<file path="src/rtl/i2s_ctrl_pkg.sv">
// Purpose: shared constants for the I2S frame-lock controller (state codes, default timing, counter widths).
// Latency: n/a (declarations only).
// Backpressure: n/a.
package i2s_ctrl_pkg;

   // Lock FSM state encoding (kept as plain 2-bit constants for legacy tools)
   localparam logic [1:0] UNLOCKED = 2'd0;
   localparam logic [1:0] ACQUIRE  = 2'd1;
   localparam logic [1:0] LOCKED   = 2'd2;
   localparam logic [1:0] HOLDOFF  = 2'd3;

   // Default framing parameters: 64fs framing, 32 BCK per LRCK half-period
   localparam int SLOT_BITS_DEF      = 32;
   localparam int LOCK_FRAMES_DEF    = 4;
   localparam int HOLDOFF_FRAMES_DEF = 2;
   localparam int WDOG_CYCLES_DEF    = 256;
   localparam int CNT_W_DEF          = 9;

   // Width of the saturating framing-error counter
   localparam int ERR_CNT_W = 8;

endpackage

</file>
<file path="src/rtl/lrck_period_meter.sv">
// Purpose: LRCK edge detector, half-period length meter and stall watchdog, clocked by BCK.
// Latency: outputs are combinational on the edge/stall cycle (lrck_q/cnt registered one cycle behind LRCK).
// Backpressure: none; a free-running measurement path with no flow control.
// Ports: BCK/RST (sync, active-high) clock and reset; LRCK word clock in;
//        frame_edge (1->0), mid_edge (0->1), half_ok / frame_ok (valid on the matching edge), stall (watchdog).
module lrck_period_meter
   import i2s_ctrl_pkg::*;
#(
   parameter int SLOT_BITS   = SLOT_BITS_DEF,
   parameter int WDOG_CYCLES = WDOG_CYCLES_DEF,
   parameter int CNT_W       = CNT_W_DEF
) (
   input  logic BCK,
   input  logic RST,
   input  logic LRCK,
   output logic frame_edge,
   output logic mid_edge,
   output logic half_ok,
   output logic frame_ok,
   output logic stall
);

   localparam logic [CNT_W-1:0] WDOG_MAX  = CNT_W'(WDOG_CYCLES);
   localparam logic [CNT_W-1:0] WDOG_LAST = CNT_W'(WDOG_CYCLES - 1);
   localparam logic [CNT_W:0]   SLOT_LEN  = (CNT_W+1)'(SLOT_BITS);

   logic             lrck_q,  lrck_d;
   logic [CNT_W-1:0] cnt_q,   cnt_d;
   logic             h1_ok_q, h1_ok_d;   // left half since the last frame edge measured good
   logic             edge_c;
   logic [CNT_W:0]   meas_len;

   always_comb begin
      lrck_d     = LRCK;
      edge_c     = (LRCK != lrck_q);
      frame_edge = edge_c & lrck_q;
      mid_edge   = edge_c & ~lrck_q;

      // cnt counts cycles since the last edge, so the closing edge cycle adds one
      meas_len   = {1'b0, cnt_q} + (CNT_W+1)'(1);
      half_ok    = (meas_len == SLOT_LEN);
      frame_ok   = h1_ok_q & half_ok;

      // An edge on the watchdog cycle means LRCK is alive, so it suppresses the stall
      stall      = ~edge_c & (cnt_q == WDOG_LAST);

      if (edge_c) begin
         cnt_d = '0;
      end else if (cnt_q != WDOG_MAX) begin
         cnt_d = cnt_q + CNT_W'(1);
      end else begin
         cnt_d = cnt_q;
      end

      h1_ok_d = h1_ok_q;
      if (mid_edge) begin
         h1_ok_d = half_ok;
      end else if (frame_edge) begin
         h1_ok_d = 1'b0;
      end
   end

   always_ff @(posedge BCK) begin
      if (RST) begin
         lrck_q  <= LRCK;
         cnt_q   <= '0;
         h1_ok_q <= 1'b0;
      end else begin
         lrck_q  <= lrck_d;
         cnt_q   <= cnt_d;
         h1_ok_q <= h1_ok_d;
      end
   end

endmodule

</file>
<file path="src/rtl/i2s_lock_ctrl.sv">
// Purpose: frame-lock / mute sequencer for the I2S-to-PCM1704 path; mutes data until LRCK framing is proven good.
// Latency: all outputs registered, 1 BCK after the judging edge or stall cycle.
// Backpressure: none; LRCK is observed, never stalled.
// Ports: BCK/RST (sync, active-high); LRCK in; LOCK, MUTE (1 = force data to 0), FRAME_ERR (1-cycle pulse),
//        ERR_CNT (saturating), LED1 (active-low lock LED).
module i2s_lock_ctrl
   import i2s_ctrl_pkg::*;
#(
   parameter int SLOT_BITS      = SLOT_BITS_DEF,
   parameter int LOCK_FRAMES    = LOCK_FRAMES_DEF,
   parameter int HOLDOFF_FRAMES = HOLDOFF_FRAMES_DEF,
   parameter int WDOG_CYCLES    = WDOG_CYCLES_DEF,
   parameter int CNT_W          = CNT_W_DEF
) (
   input  logic                 BCK,
   input  logic                 RST,
   input  logic                 LRCK,
   output logic                 LOCK,
   output logic                 MUTE,
   output logic                 FRAME_ERR,
   output logic [ERR_CNT_W-1:0] ERR_CNT,
   output logic                 LED1
);

   localparam logic [3:0]           LOCK_N  = 4'(LOCK_FRAMES);
   localparam logic [3:0]           HOLD_N  = 4'(HOLDOFF_FRAMES);
   localparam logic [ERR_CNT_W-1:0] ERR_MAX = '1;

   logic frame_edge, mid_edge, half_ok, frame_ok, stall;

   lrck_period_meter #(
      .SLOT_BITS   (SLOT_BITS),
      .WDOG_CYCLES (WDOG_CYCLES),
      .CNT_W       (CNT_W)
   ) u_meter (
      .BCK        (BCK),
      .RST        (RST),
      .LRCK       (LRCK),
      .frame_edge (frame_edge),
      .mid_edge   (mid_edge),
      .half_ok    (half_ok),
      .frame_ok   (frame_ok),
      .stall      (stall)
   );

   logic [1:0]           state_q,     state_d;
   logic [3:0]           good_cnt_q,  good_cnt_d;
   logic [3:0]           hold_cnt_q,  hold_cnt_d;
   logic                 lock_q,      lock_d;
   logic                 mute_q,      mute_d;
   logic                 frame_err_q, frame_err_d;
   logic [ERR_CNT_W-1:0] err_cnt_q,   err_cnt_d;
   logic                 led1_q,      led1_d;
   logic                 err_ev;

   always_comb begin
      state_d    = state_q;
      good_cnt_d = good_cnt_q;
      hold_cnt_d = hold_cnt_q;
      err_ev     = 1'b0;

      case (state_q)
         UNLOCKED: begin
            // The frame ending here started before we were watching, so it is not judged
            if (frame_edge) begin
               state_d    = ACQUIRE;
               good_cnt_d = '0;
            end
         end
         ACQUIRE: begin
            if (stall) begin
               err_ev  = 1'b1;
               state_d = UNLOCKED;
            end else if (frame_edge) begin
               if (frame_ok) begin
                  good_cnt_d = good_cnt_q + 4'd1;
                  // Switching on the frame edge makes the unmute frame-aligned
                  if (good_cnt_d == LOCK_N) begin
                     state_d = LOCKED;
                  end
               end else begin
                  good_cnt_d = '0;
               end
            end
         end
         LOCKED: begin
            if (stall) begin
               err_ev  = 1'b1;
               state_d = UNLOCKED;
            end else if ((frame_edge & ~frame_ok) | (mid_edge & ~half_ok)) begin
               err_ev     = 1'b1;
               state_d    = HOLDOFF;
               hold_cnt_d = '0;
            end
         end
         HOLDOFF: begin
            if (stall) begin
               err_ev  = 1'b1;
               state_d = UNLOCKED;
            end else if (frame_edge) begin
               // Bad frames are still counted as errors, but holdoff advances regardless
               err_ev     = ~frame_ok;
               hold_cnt_d = hold_cnt_q + 4'd1;
               if (hold_cnt_d == HOLD_N) begin
                  state_d    = ACQUIRE;
                  good_cnt_d = '0;
               end
            end
         end
         default: begin
            state_d = UNLOCKED;
         end
      endcase

      // Outputs follow the next state so an error mutes on the very next edge
      lock_d      = (state_d == LOCKED);
      mute_d      = ~lock_d;
      led1_d      = ~lock_d;
      frame_err_d = err_ev;
      err_cnt_d   = (err_ev && (err_cnt_q != ERR_MAX)) ? err_cnt_q + ERR_CNT_W'(1) : err_cnt_q;
   end

   always_ff @(posedge BCK) begin
      if (RST) begin
         state_q     <= UNLOCKED;
         good_cnt_q  <= '0;
         hold_cnt_q  <= '0;
         lock_q      <= 1'b0;
         mute_q      <= 1'b1;
         frame_err_q <= 1'b0;
         err_cnt_q   <= '0;
         led1_q      <= 1'b1;
      end else begin
         state_q     <= state_d;
         good_cnt_q  <= good_cnt_d;
         hold_cnt_q  <= hold_cnt_d;
         lock_q      <= lock_d;
         mute_q      <= mute_d;
         frame_err_q <= frame_err_d;
         err_cnt_q   <= err_cnt_d;
         led1_q      <= led1_d;
      end
   end

   assign LOCK      = lock_q;
   assign MUTE      = mute_q;
   assign FRAME_ERR = frame_err_q;
   assign ERR_CNT   = err_cnt_q;
   assign LED1      = led1_q;

endmodule

</file>
<file path="config.mk">
export PLATFORM = sky130hd
export DESIGN_NAME = i2s_lock_ctrl
export DESIGN_NICKNAME = d
export VERILOG_FILES = /design/src/rtl/i2s_ctrl_pkg.sv /design/src/rtl/lrck_period_meter.sv /design/src/rtl/i2s_lock_ctrl.sv
export SDC_FILE = /design/constraint.sdc
export NUM_CORES = 1
export LEC_CHECK = 0
export BUFFER_PORTS_ARGS = -buffer_cell sky130_fd_sc_hd__buf_2
export CAP_MARGIN = 20
export CORE_MARGIN = 2
export CORE_UTILIZATION = 47
export DETAILED_ROUTE_END_ITERATION = 7
export GPL_TIMING_DRIVEN = 0
export HOLD_SLACK_MARGIN = 0.02
export MAX_ROUTING_LAYER = met4
export PLACE_DENSITY = 0.65
export SLEW_MARGIN = 10
export SYNTH_ARGS = -nofsm -noshare
export SYNTH_HDL_FRONTEND = slang
export SYNTH_HIERARCHICAL = 1
export SYNTH_SLANG_ARGS = --single-unit
</file>
<file path="constraint.sdc">
create_clock -name BCK -period 8.29 [get_ports BCK]
set_input_delay 0.829 -clock BCK [delete_from_list [all_inputs] [get_ports BCK]]
set_output_delay 0.829 -clock BCK [all_outputs]
set_load 0.01 [all_outputs]
</file>
==> impl_metrics.json <==
{
  "p_leak_nw": 0.810,
  "num_vias": 1484,
  "die_w_um": 66.8,
  "antenna_found_initial": 0,
  "status": "complete, no violations",
  "drt.antenna.violating_nets": 0,
  "fin_util_pct": 55.8,
  "fmax_mhz": 332,
  "path_cells": "ha_1, buf_6, nand2_1, nor2_1, ha_1, nand2_1, nor4_4, and2_1, and2b_4, o21ai_2, a21boi_1, nand4_1, mux2_2",
  "ys_warn_count": 6,
  "crit_family": "simple AND/OR/NAND/NOR gates",
  "post-route-min-period_ns": 3.02,
  "p_int_mw": 0.229,
  "cts_buffers": 5,
  "ys_async_sr_fraction_pct": 0,
  "cts_tree": "done",
  "met2_length_um": 1390,
  "die_y_um": 66.8,
  "synth_top_cell_by_area": "dfxtp_1",
  "ys.flop_type": "dfxtp_1",
  "finalPower_mw": 0.293,
  "place_hpwl_um": 2510,
  "grt_pass1_wl_um": 5880,
  "clock_power_share_pct": 40.9,
  "switching_share_pct": 21.8,
  "clkTransAtPathRegs_ns": 0.06,
  "synth.most_common_cell": "dfxtp_1",
  "grt_use_total_pct": 18.0,
  "worst_pin_slew_ns": 0.424,
  "syn-num-nets": 232,
  "grt_remaining_overflow": 0,
  "p_per_area_mw_per_mm2": 141,
  "synth_top_area_share_pct": 34.5,
  "wire_per_inst_um": 11.6,
  "wl_met1_um": 1770,
  "postSynthCellCount": 218,
  "startpoint_type": "flop",
  "cp.arrival_ns": 3.19,
  "num_antenna_cells": 0,
  "setup_ws_ns": 5.27,
  "cpPeakStageDelay_ns": 0.39,
  "synth_edf_count": 0,
  "ys_seq_area_share_pct": 34.5,
  "hold_viol": 0,
  "nets": 253,
  "drc": 0,
  "syn_avg_cell_area_um2": 8.51,
  "dr.pass1.iters": 4,
  "hold_buffers": 0,
  "fillers": 360,
  "pwr-share-seq_pct": 53.7,
  "net-switching-power_mw": 0.0637,
  "cp_data_required_time_ns": 8.46,
  "clk_path_buf_depth": 2,
  "ys_seq_elements": 32,
  "critical_path_class": "reg2reg",
  "globalplace.congestion": 0.786,
  "syn_to_final_growth_pct": 11.9,
  "clk-insertion-delay-late_ns": 0.28,
  "dieArea_mm2": 0.00446,
  "regArea_um2": 641,
  "preCtsSetupSlack_ns": 5.25,
  "portBuffers": 14,
  "setup_viol": 0,
  "yosys.cell_types.count": 51,
  "core-area_mm2": 0.00372,
  "cp_num_buf_inv": 1,
  "relSlewSlack_pct": 71.4,
  "finalWirelength_um": 3330,
  "drive_gt1_share_pct": 17.1,
  "tns_ns": 0,
  "rsz0062_at_grt": "false",
  "ios": 15,
  "critPathSlowestCell": "dfxtp_1",
  "drv_slew": 0,
  "vias_per_cell": 5.15,
  "endpoint_kind": "flop",
  "combPwrFrac_pct": 5.4,
  "synthTopCellsByArea": "dfxtp_1, ha_1, nor2_1",
  "fin_skew_ns": 0.00205,
  "wl_met3_um": 99,
  "post_cts_buffers": 0,
  "cts_max_level": 2,
  "highest_layer": "met4",
  "netlist_area_mm2": 0.00185,
  "cts.sinks": 32,
  "cap_violations": 0,
  "hp-class": "reg2reg",
  "post_cts_resized": 0,
  "cts-root-buf": "clkbuf_8",
  "period_share_pct": 36.4,
  "crit_fanout": 8,
  "grt_max_degree": 11,
  "ys_top_cells_by_count": "dfxtp_1, nor2_1, nand2_1",
  "ir_worst_vdd_mv": 0.0727,
  "drt_iter0_drc": 107,
  "start_util_pct": 49.9,
  "multiInputGateArea_mm2": 0.00109,
  "rows": 22,
  "grt_pass1_vias": 1361
}
[path summary, 6_finish.rpt]
| kind | slack, ns | cells past startpoint | to | startpoint |
|---|---|---|---|---|
| worst min-delay path | 0.51 | 2 | good_cnt_q[3] | good_cnt_q[3] |
| worst min register to register | 0.51 | 2 | good_cnt_q[3] | good_cnt_q[3] |
| worst max register to register | 5.27 | 13 | ERR_CNT[4] | u_meter/cnt_q[0] |
| worst max-delay path | 5.27 | 13 | ERR_CNT[4] | u_meter/cnt_q[0] |
[cell type report]
| class | instances | area share [%] |
|---|---|---|
| multi-input combinational | 166 | 52.7 |
| clock buffer | 8 | 4.34 |
| buffer | 11 | 4.22 |
| timing repair buffer | 14 | 3.38 |
| inverter | 9 | 1.63 |
| tap | 48 | 2.90 |
| sequential | 32 | 30.9 |
[metal layers]
layer / up-vias / track usage [%]
met1: 659 / 23.9
li1: 798 / -
met3: 8 / 4.05
met4: 0 / 8.42
met2: 19 / 26.0
met5: - / -
[power groups by stage]
stage | registers (mW) | logic, mW | clock network, mW
6_report | 0.157 | 0.0158 | 0.120
5_1_grt | 0.157 | 0.0176 | 0.133
4_1_cts | 0.157 | 0.0159 | 0.123
3_5_place_dp | 0.161 | 0.0158 | 0
3_3_place_gp | 0.161 | 0.0157 | 0
2_1_floorplan | 0.160 | 0.0118 | 0
[registers in the layout, summed over array words and instances, names as in the netlist]
| signal | flops |
|---|---|
| good_cnt_q | 4 |
| ERR_CNT | 8 |
| LOCK | 1 |
| hold_cnt_q | 4 |
| LED1 | 1 |
| FRAME_ERR | 1 |
| u_meter/h1_ok_q | 1 |
| u_meter/lrck_q | 1 |
| u_meter/cnt_q | 9 |
| state_q | 2 |
[worst min-delay path, stage by stage (launching register included)]
cell and delay, ns:
dfxtp_1 0.30, inv_1 0.07, o32ai_1 0.09
[metrics by stage]
step | cells | instance area (um2) | hold slack (ns)
final | 288 | 2070 | 0.506
after global routing | 288 | 2070 | 0.538
after CTS | 288 | 2070 | 0.510
after detailed placement | 280 | 1980 | 0.503
after global placement | 280 | 1980 | 0.497
after floorplan | 218 | 1850 | 0.474
[logic make-up (layout without fill, tap and decap cells)]
family          count (synthesis)  count (layout)  synth area share (%)
xor+xnor                       11              11                  5.20
mux                             5               5                  3.10
simple gates                  102             102                  29.8
flops                          32              32                  34.5
fa+ha+maj                      11              11                  7.42
compound gates                 37              37                  13.4
buf+inv                        20              42                  6.54
[placed cells by master (no fill, tap or decap), types with 5 or more instances in the layout]
cell type,synthesis,layout
dfxtp_1,32,32
nor2_1,31,31
nand2_1,17,17
buf_2,1,15
a21oi_1,11,11
ha_1,11,11
inv_1,9,9
o21ai_0,8,8
nand3_1,8,8
xnor2_1,7,7
clkbuf_8,0,6
buf_6,5,5
and3_1,5,5
and2_1,5,5
nand2b_1,5,5
nor2b_1,5,5
Note: power is estimated with default switching activity, not from simulation.
